[src/rtl/gb_pkg.sv]
// rtl/gb_pkg.sv - shared LR35902 core definitions: ALU op codes, flag bits, ALU FSM states, DBUS selects
package gb_pkg;

  // misc = 0 group (prefix-10 ALU ops)
  localparam logic [2:0] OP_ADD  = 3'b000;
  localparam logic [2:0] OP_ADC  = 3'b001;
  localparam logic [2:0] OP_SUB  = 3'b010;
  localparam logic [2:0] OP_SBC  = 3'b011;
  localparam logic [2:0] OP_AND  = 3'b100;
  localparam logic [2:0] OP_XOR  = 3'b101;
  localparam logic [2:0] OP_OR   = 3'b110;
  localparam logic [2:0] OP_CP   = 3'b111;

  // misc = 1 group (prefix-00 column-7 ops)
  localparam logic [2:0] OP_RLCA = 3'b000;
  localparam logic [2:0] OP_RRCA = 3'b001;
  localparam logic [2:0] OP_RLA  = 3'b010;
  localparam logic [2:0] OP_RRA  = 3'b011;
  localparam logic [2:0] OP_DAA  = 3'b100;
  localparam logic [2:0] OP_CPL  = 3'b101;
  localparam logic [2:0] OP_SCF  = 3'b110;
  localparam logic [2:0] OP_CCF  = 3'b111;

  // Bit positions of the flags inside F
  localparam int FLAG_Z = 7;
  localparam int FLAG_N = 6;
  localparam int FLAG_H = 5;
  localparam int FLAG_C = 4;

  typedef enum logic [1:0] {
    ALU_IDLE = 2'b00,
    ALU_LO   = 2'b01,
    ALU_HI   = 2'b10
  } alu_state_t;

  // Register-file source mux selects
  localparam logic [1:0] DBUS_SEL_REG = 2'b00;
  localparam logic [1:0] DBUS_SEL_ALU = 2'b01;
  localparam logic [1:0] DBUS_SEL_MEM = 2'b10;
  localparam logic [1:0] DBUS_SEL_IMM = 2'b11;

  // Ops in the misc = 0 group that subtract (and therefore set N)
  function automatic logic op_is_sub(input logic [2:0] op);
    return (op == OP_SUB) || (op == OP_SBC) || (op == OP_CP);
  endfunction

endpackage

[src/rtl/alu_nibble.sv]
// rtl/alu_nibble.sv - combinational 4-bit adder with carry-in and carry-out
module alu_nibble (
  input  logic [3:0] a,
  input  logic [3:0] b,
  input  logic       cin,
  output logic [3:0] sum,
  output logic       cout
);

  logic [4:0] total;

  assign total = {1'b0, a} + {1'b0, b} + {4'b0000, cin};
  assign sum   = total[3:0];
  assign cout  = total[4];

endmodule

[src/rtl/alu.sv]
// rtl/alu.sv - two-pass nibble accumulator ALU and F register; ALU_DAA_EN enables DAA
module alu
  import gb_pkg::*;
(
  input  logic       clk,
  input  logic       rst,
  input  logic       alu_begin,
  input  logic [2:0] alu_op,
  input  logic       misc,
  input  logic [7:0] alu_dest_data,
  input  logic [7:0] alu_src_data,
  input  logic       flags_wr_en,
  input  logic [7:0] flags_in,
  output logic [7:0] alu_result,
  output logic [7:0] alu_flags,
  output logic       alu_busy,
  output logic       alu_done
);

  alu_state_t state;
  logic       begin_q;
  logic [7:0] a_l;
  logic [7:0] b_l;
  logic [2:0] op_l;
  logic       misc_l;
  logic [3:0] f_l;        // F[7:4] snapshot taken at start; f_l[0] is the carry-in
  logic [3:0] flags_q;    // live F[7:4]
  logic [3:0] lo_sum;
  logic       lo_cout;

  logic       is_sub;
  logic       use_cin;
  logic       cin_l;
  logic [7:0] b_eff;
  logic       cin_lo;
  logic [3:0] nib_a;
  logic [3:0] nib_b;
  logic       nib_cin;
  logic [3:0] nib_sum;
  logic       nib_cout;
  logic [7:0] arith_res;
  logic       h_flag;
  logic       c_flag;
  logic [7:0] res_next;
  logic [3:0] f_next;
  logic       unused_flags;

  assign unused_flags = ^flags_in[3:0];

  // Subtraction is A + ~B + ~borrow, so one adder serves both directions
  assign cin_l   = f_l[0];
  assign is_sub  = !misc_l && op_is_sub(op_l);
  assign use_cin = !misc_l && ((op_l == OP_ADC) || (op_l == OP_SBC));
  assign b_eff   = is_sub ? ~b_l : b_l;
  assign cin_lo  = is_sub ? ~(use_cin & cin_l) : (use_cin & cin_l);

  // The single nibble adder takes the low half in LO and the high half in HI
  assign nib_a   = (state == ALU_HI) ? a_l[7:4]   : a_l[3:0];
  assign nib_b   = (state == ALU_HI) ? b_eff[7:4] : b_eff[3:0];
  assign nib_cin = (state == ALU_HI) ? lo_cout    : cin_lo;

  alu_nibble u_nibble (
    .a    (nib_a),
    .b    (nib_b),
    .cin  (nib_cin),
    .sum  (nib_sum),
    .cout (nib_cout)
  );

  // A carry out of the adder means "no borrow" when subtracting
  assign arith_res = {nib_sum, lo_sum};
  assign h_flag    = is_sub ? ~lo_cout  : lo_cout;
  assign c_flag    = is_sub ? ~nib_cout : nib_cout;

`ifdef ALU_DAA_EN
  logic [7:0] daa_adj;
  logic [7:0] daa_res;
  logic       daa_c;

  // Decimal adjust uses N/H/C as they stood when the op started
  always_comb begin
    daa_adj = 8'h00;
    daa_c   = f_l[0];
    if (!f_l[2]) begin
      if (f_l[0] || (a_l > 8'h99)) begin
        daa_adj[7:4] = 4'h6;
        daa_c        = 1'b1;
      end
      if (f_l[1] || (a_l[3:0] > 4'h9)) begin
        daa_adj[3:0] = 4'h6;
      end
      daa_res = a_l + daa_adj;
    end else begin
      if (f_l[0]) begin
        daa_adj[7:4] = 4'h6;
      end
      if (f_l[1]) begin
        daa_adj[3:0] = 4'h6;
      end
      daa_res = a_l - daa_adj;
    end
  end
`endif

  // Result and flags committed at the end of the HI pass
  always_comb begin
    res_next = a_l;
    f_next   = flags_q;
    if (!misc_l) begin
      case (op_l)
        OP_ADD, OP_ADC, OP_SUB, OP_SBC: begin
          res_next = arith_res;
          f_next   = {arith_res == 8'h00, is_sub, h_flag, c_flag};
        end
        OP_CP: begin
          res_next = a_l;
          f_next   = {arith_res == 8'h00, 1'b1, h_flag, c_flag};
        end
        OP_AND: begin
          res_next = a_l & b_l;
          f_next   = {(a_l & b_l) == 8'h00, 1'b0, 1'b1, 1'b0};
        end
        OP_XOR: begin
          res_next = a_l ^ b_l;
          f_next   = {(a_l ^ b_l) == 8'h00, 1'b0, 1'b0, 1'b0};
        end
        default: begin
          res_next = a_l | b_l;
          f_next   = {(a_l | b_l) == 8'h00, 1'b0, 1'b0, 1'b0};
        end
      endcase
    end else begin
      case (op_l)
        OP_RLCA: begin
          res_next = {a_l[6:0], a_l[7]};
          f_next   = {3'b000, a_l[7]};
        end
        OP_RRCA: begin
          res_next = {a_l[0], a_l[7:1]};
          f_next   = {3'b000, a_l[0]};
        end
        OP_RLA: begin
          res_next = {a_l[6:0], cin_l};
          f_next   = {3'b000, a_l[7]};
        end
        OP_RRA: begin
          res_next = {cin_l, a_l[7:1]};
          f_next   = {3'b000, a_l[0]};
        end
        OP_DAA: begin
`ifdef ALU_DAA_EN
          res_next = daa_res;
          f_next   = {daa_res == 8'h00, f_l[2], 1'b0, daa_c};
`else
          res_next = a_l;
          f_next   = flags_q;
`endif
        end
        OP_CPL: begin
          res_next = ~a_l;
          f_next   = {flags_q[3], 1'b1, 1'b1, flags_q[0]};
        end
        OP_SCF: begin
          res_next = a_l;
          f_next   = {flags_q[3], 1'b0, 1'b0, 1'b1};
        end
        default: begin
          res_next = a_l;
          f_next   = {flags_q[3], 1'b0, 1'b0, ~cin_l};
        end
      endcase
    end
  end

  // Sequencer IDLE -> LO -> HI -> IDLE with edge-detected start and F ownership
  always_ff @(posedge clk) begin
    if (!rst) begin
      state      <= ALU_IDLE;
      begin_q    <= 1'b0;
      a_l        <= 8'h00;
      b_l        <= 8'h00;
      op_l       <= 3'b000;
      misc_l     <= 1'b0;
      f_l        <= 4'h0;
      flags_q    <= 4'h0;
      lo_sum     <= 4'h0;
      lo_cout    <= 1'b0;
      alu_result <= 8'h00;
      alu_done   <= 1'b0;
    end else begin
      begin_q  <= alu_begin;
      alu_done <= 1'b0;
      if (flags_wr_en && (state != ALU_HI)) begin
        flags_q <= flags_in[7:4];
      end
      case (state)
        ALU_IDLE: begin
          if (alu_begin && !begin_q) begin
            a_l    <= alu_dest_data;
            b_l    <= alu_src_data;
            op_l   <= alu_op;
            misc_l <= misc;
            f_l    <= flags_q;
            state  <= ALU_LO;
          end
        end
        ALU_LO: begin
          lo_sum  <= nib_sum;
          lo_cout <= nib_cout;
          state   <= ALU_HI;
        end
        ALU_HI: begin
          alu_result <= res_next;
          flags_q    <= f_next;
          alu_done   <= 1'b1;
          state      <= ALU_IDLE;
        end
        default: state <= ALU_IDLE;
      endcase
    end
  end

  assign alu_flags = {flags_q, 4'b0000};
  assign alu_busy  = (state != ALU_IDLE);

endmodule

[config.mk]
export PLATFORM = sky130hd
export DESIGN_NAME = alu
export DESIGN_NICKNAME = d
export VERILOG_FILES = /design/src/rtl/gb_pkg.sv /design/src/rtl/alu_nibble.sv /design/src/rtl/alu.sv
export SDC_FILE = /design/constraint.sdc
export NUM_CORES = 1
export LEC_CHECK = 0
export BUFFER_PORTS_ARGS = -buffer_cell sky130_fd_sc_hd__buf_2
export CAP_MARGIN = 20
export CORE_ASPECT_RATIO = 1.4
export CORE_MARGIN = 8
export CORE_UTILIZATION = 63
export CTS_BUF_LIST = sky130_fd_sc_hd__clkbuf_8
export DETAILED_ROUTE_END_ITERATION = 8
export GPL_TIMING_DRIVEN = 0
export PLACE_DENSITY_LB_ADDON = 0.08
export RECOVER_POWER = 50
export SKIP_LAST_GASP = 1
export SYNTH_ARGS = -nofsm -noshare
export SYNTH_HDL_FRONTEND = slang
export SYNTH_SLANG_ARGS = --single-unit
export TNS_END_PERCENT = 1
[constraint.sdc]
create_clock -name clk -period 5.5 [get_ports clk]
set_clock_uncertainty 0.1 [all_clocks]
set_input_delay 1.1 -clock clk [delete_from_list [all_inputs] [get_ports clk]]
set_output_delay 1.1 -clock clk [all_outputs]
set_load 0.02 [all_outputs]
==> results.cfg <==
[yosys]
synth-main-ff-cell = dfxtp_1
synth.top_cell.area_share = 0.278
synth.yosys.seq_area_share = 0.278
netlist_area_sq_um = 3030
yosysUniqueCellTypes = 53
ys_warn_count = 0
synth-async-reset-ratio = 0
synth_edf_count = 0
avgSynthCellArea_sq_um = 7.98
ys_top_cells_by_area = dfxtp_1 (28%), ha_1 (7.9%), nand2_1 (7.4%)
synthCells = 379
synth_top_area_cell = dfxtp_1
ys_ff_latch = 42

[global_routing]
grt_usage = 0.252
grt_pass1_wl_um = 14400
grt_pass1_vias = 3003
antenna_found_initial = 0
grt_max_degree = 13
grt_overflow = 0

[run]
maxCapViolations = 0

[critical_path]
end_kind = flop
rr_endpoint = alu_result[6]
cp_max_fo = 10
max_stage_delay_ns = 0.45
reg2reg_slack_ns = 1.81
reg2reg_from = state[1]
start_kind = flop
path_cells = nor2b_1 -> buf_2 -> clkbuf_1 -> buf_1 -> a21oi_1 -> fa_1 -> fa_1 -> xnor2_1 -> nor2_1 -> a211o_1 -> a31oi_1
cp_top_family = buffers and inverters
cp_num_buf_inv = 3
cp_common_cell = fa_1
cp.required_ns = 5.63
cpMaxStageDelayCell = clkbuf_1
path_class = flop to flop
r2r_cells = 11
critPathArrivalTime_ns = 3.82

[power_and_ir_drop]
power.switching_mw = 0.248
p_leak_nw = 1.47
clkPwrFrac = 0.314
p_comb_frac = 0.265
netSwitchingFraction = 0.308
p_int_mw = 0.557
seq_power_share = 0.421
power_density_nw_per_um2 = 235
vdd_drop_max_mv = 0.148

[sta]
worst_pin_slew_ns = 0.569
rsz0062_at_grt = no
fmax_ghz = 0.271
period_needed_ns = 3.69
fin_crit_sh = 0.672
slew_headroom = 0.620
setup_viol = 0
slew_violations = 0
tns_ns = 0
final_hold_viol_count = 0

[clocking]
cts_buffer_depth = 2
clk_latency_ns = 0.30
cts_sinks = 42
post_cts_buffers = 0
cts_buffers = 5
path_clk_slew_ns = 0.08
cts_resized = 0
cts_tree = built
root_buffer = clkbuf_8
h-tree-depth = 2
ctsHoldBuffers = 0

[finish]
syn2layout_area_growth_pct = 13.2
antennaDiodeCount = 0
fin_area_sq_um = 3420
drive_gt1_frac = 0.174
nNetsFinal = 483

[placed_design]
dpl_cell_area_sq_um = 3320
hpwl_um = 6960
gp_congestion = 0.960
port_buffers = 41

[drt]
viasPerCell = 6.04
first_pass_iters = 6
vias = 2986
wl_um = 8890
drtIter0Drc = 230
postRouteAntennaNets = 0
wl_per_cell_um = 18.0
drc = 0

[floorplanning]
design.core.area_sq_um = 4730
die_y_um = 98.0
die-area_sq_um = 7310
initial_core_util = 0.640
boundaryPins = 50
fp-row-count = 30
die_w_um = 74.6

[min_path]
min_to = flags_q[2]
hold_path_depth = 2
min_from = flags_q[2]
min_path_type = flop to flop

[outcome]
outcome = finished, final reports clean
worst max-delay path by stage:
stage | cells past startpoint | end | slack (ns) | startpoint
detailed placement | 11 | alu_result[6] | 1.92 | state[1]
finish | 11 | alu_result[6] | 1.81 | state[1]
CTS | 11 | alu_result[6] | 1.90 | state[1]
global placement | 11 | alu_result[6] | 1.98 | state[1]
global route | 12 | flags_q[0] | 1.64 | state[1]
floorplan | 10 | flags_q[3] | 2.51 | op_l[1]
synth_stat cells, types with 3 or more instances:
| cell | number |
|---|---|
| clkbuf_1 | 12 |
| a311oi_1 | 3 |
| mux2i_1 | 7 |
| a21oi_1 | 25 |
| inv_1 | 29 |
| ha_1 | 19 |
| o221ai_1 | 3 |
| nor3b_1 | 4 |
| buf_4 | 5 |
| xnor2_1 | 13 |
| a21boi_1 | 3 |
| o211ai_1 | 6 |
| o22ai_1 | 3 |
| mux2_2 | 3 |
| o211a_1 | 3 |
| a21o_1 | 3 |
| nand2b_1 | 3 |
| nor2b_1 | 7 |
| nand2_1 | 60 |
| a211oi_1 | 7 |
| mux4_2 | 7 |
| nor2_1 | 21 |
| a21boi_0 | 18 |
| buf_2 | 11 |
| nor3_1 | 3 |
| nor4_1 | 3 |
| nand3_1 | 4 |
| dfxtp_1 | 42 |
| o21ai_0 | 18 |
| and2_1 | 3 |
cells by family (layout without fill, tap and decap cells):
| kind of cell | count (synthesis) | count (layout) | synth area share |
|---|---|---|---|
| simple gates | 121 | 121 | 0.190 |
| compound gates | 100 | 100 | 0.218 |
| buf+inv | 63 | 111 | 0.0939 |
| flops | 42 | 42 | 0.278 |
| fa+ha+maj | 21 | 21 | 0.0918 |
| mux | 17 | 17 | 0.0864 |
| xor+xnor | 14 | 14 | 0.0405 |
| other cells | 1 | 4 | 0.00124 |
sequential cells by signal (all words and copies together), names as in the netlist:
signal / cells
flags_q: 4
state: 2
misc_l: 1
a_l: 8
alu_done: 1
b_l: 8
alu_result: 8
begin_q: 1
f_l: 1
op_l: 3
lo_cout: 1
lo_sum: 4
routing by layer:
metal | GRT usage | vias to the layer above | part of all wire
met1 | 0.289 | 1381 | 0.39
met2 | 0.429 | 172 | 0.51
met4 | 0.130 | 0 | 0.041
li1 | - | 1397 | -
met5 | 0 | - | 0
met3 | 0.0369 | 36 | 0.061
layout make-up:
cell class	count	area, sq um
multi-input combinational	277	1910
fill	427	1310
sequential	42	841
timing repair buffer	41	198
buffer	32	165
inverter	31	116
clock buffer	6	82.6
tap	64	80.1
clock inverter	1	30.0
through the flow:
step                worst slack (ns)  total power, mW  hold WS (ns)  cells   util
finish                          1.81            0.805         0.383    494  0.724
global route                    1.64            0.840         0.407    494  0.724
CTS                             1.90            0.805         0.380    494  0.726
detailed placement              1.92            0.555         0.359    487  0.702
global placement                1.98            0.550         0.346    487  0.702
floorplan                       2.51            0.493         0.360    382      -
layout by cell type (no fill, tap or decap), types with 4 or more instances in the layout:
cell type  instances
nor3b_1            4
inv_1             29
xnor2_1           13
clkbuf_8           6
buf_2             44
a21boi_0          20
nor2_1            21
a211oi_1           7
dfxtp_1           42
nor2b_1            7
o211ai_1           6
buf_4              5
mux2i_1            7
nand2_1           60
ha_1              19
mux4_2             7
a21oi_1           25
o21ai_0           18
conb_1             4
nand3_1            4
clkbuf_1          20
power groups by stage:
stage               sequential (mW)  combinational (mW)  clock, mW
floorplan                     0.347               0.146          0
detailed placement            0.346               0.209          0
finish                        0.339               0.213      0.253
CTS                           0.339               0.211      0.255
global placement              0.345               0.205          0
global route                  0.341               0.234      0.265
worst min-delay path: cells and delay by family, from the launching register on:
family,cells,cell delay [ns]
flops,1,0.33
simple gates,2,0.12
Power figures use the tool's default switching activity.
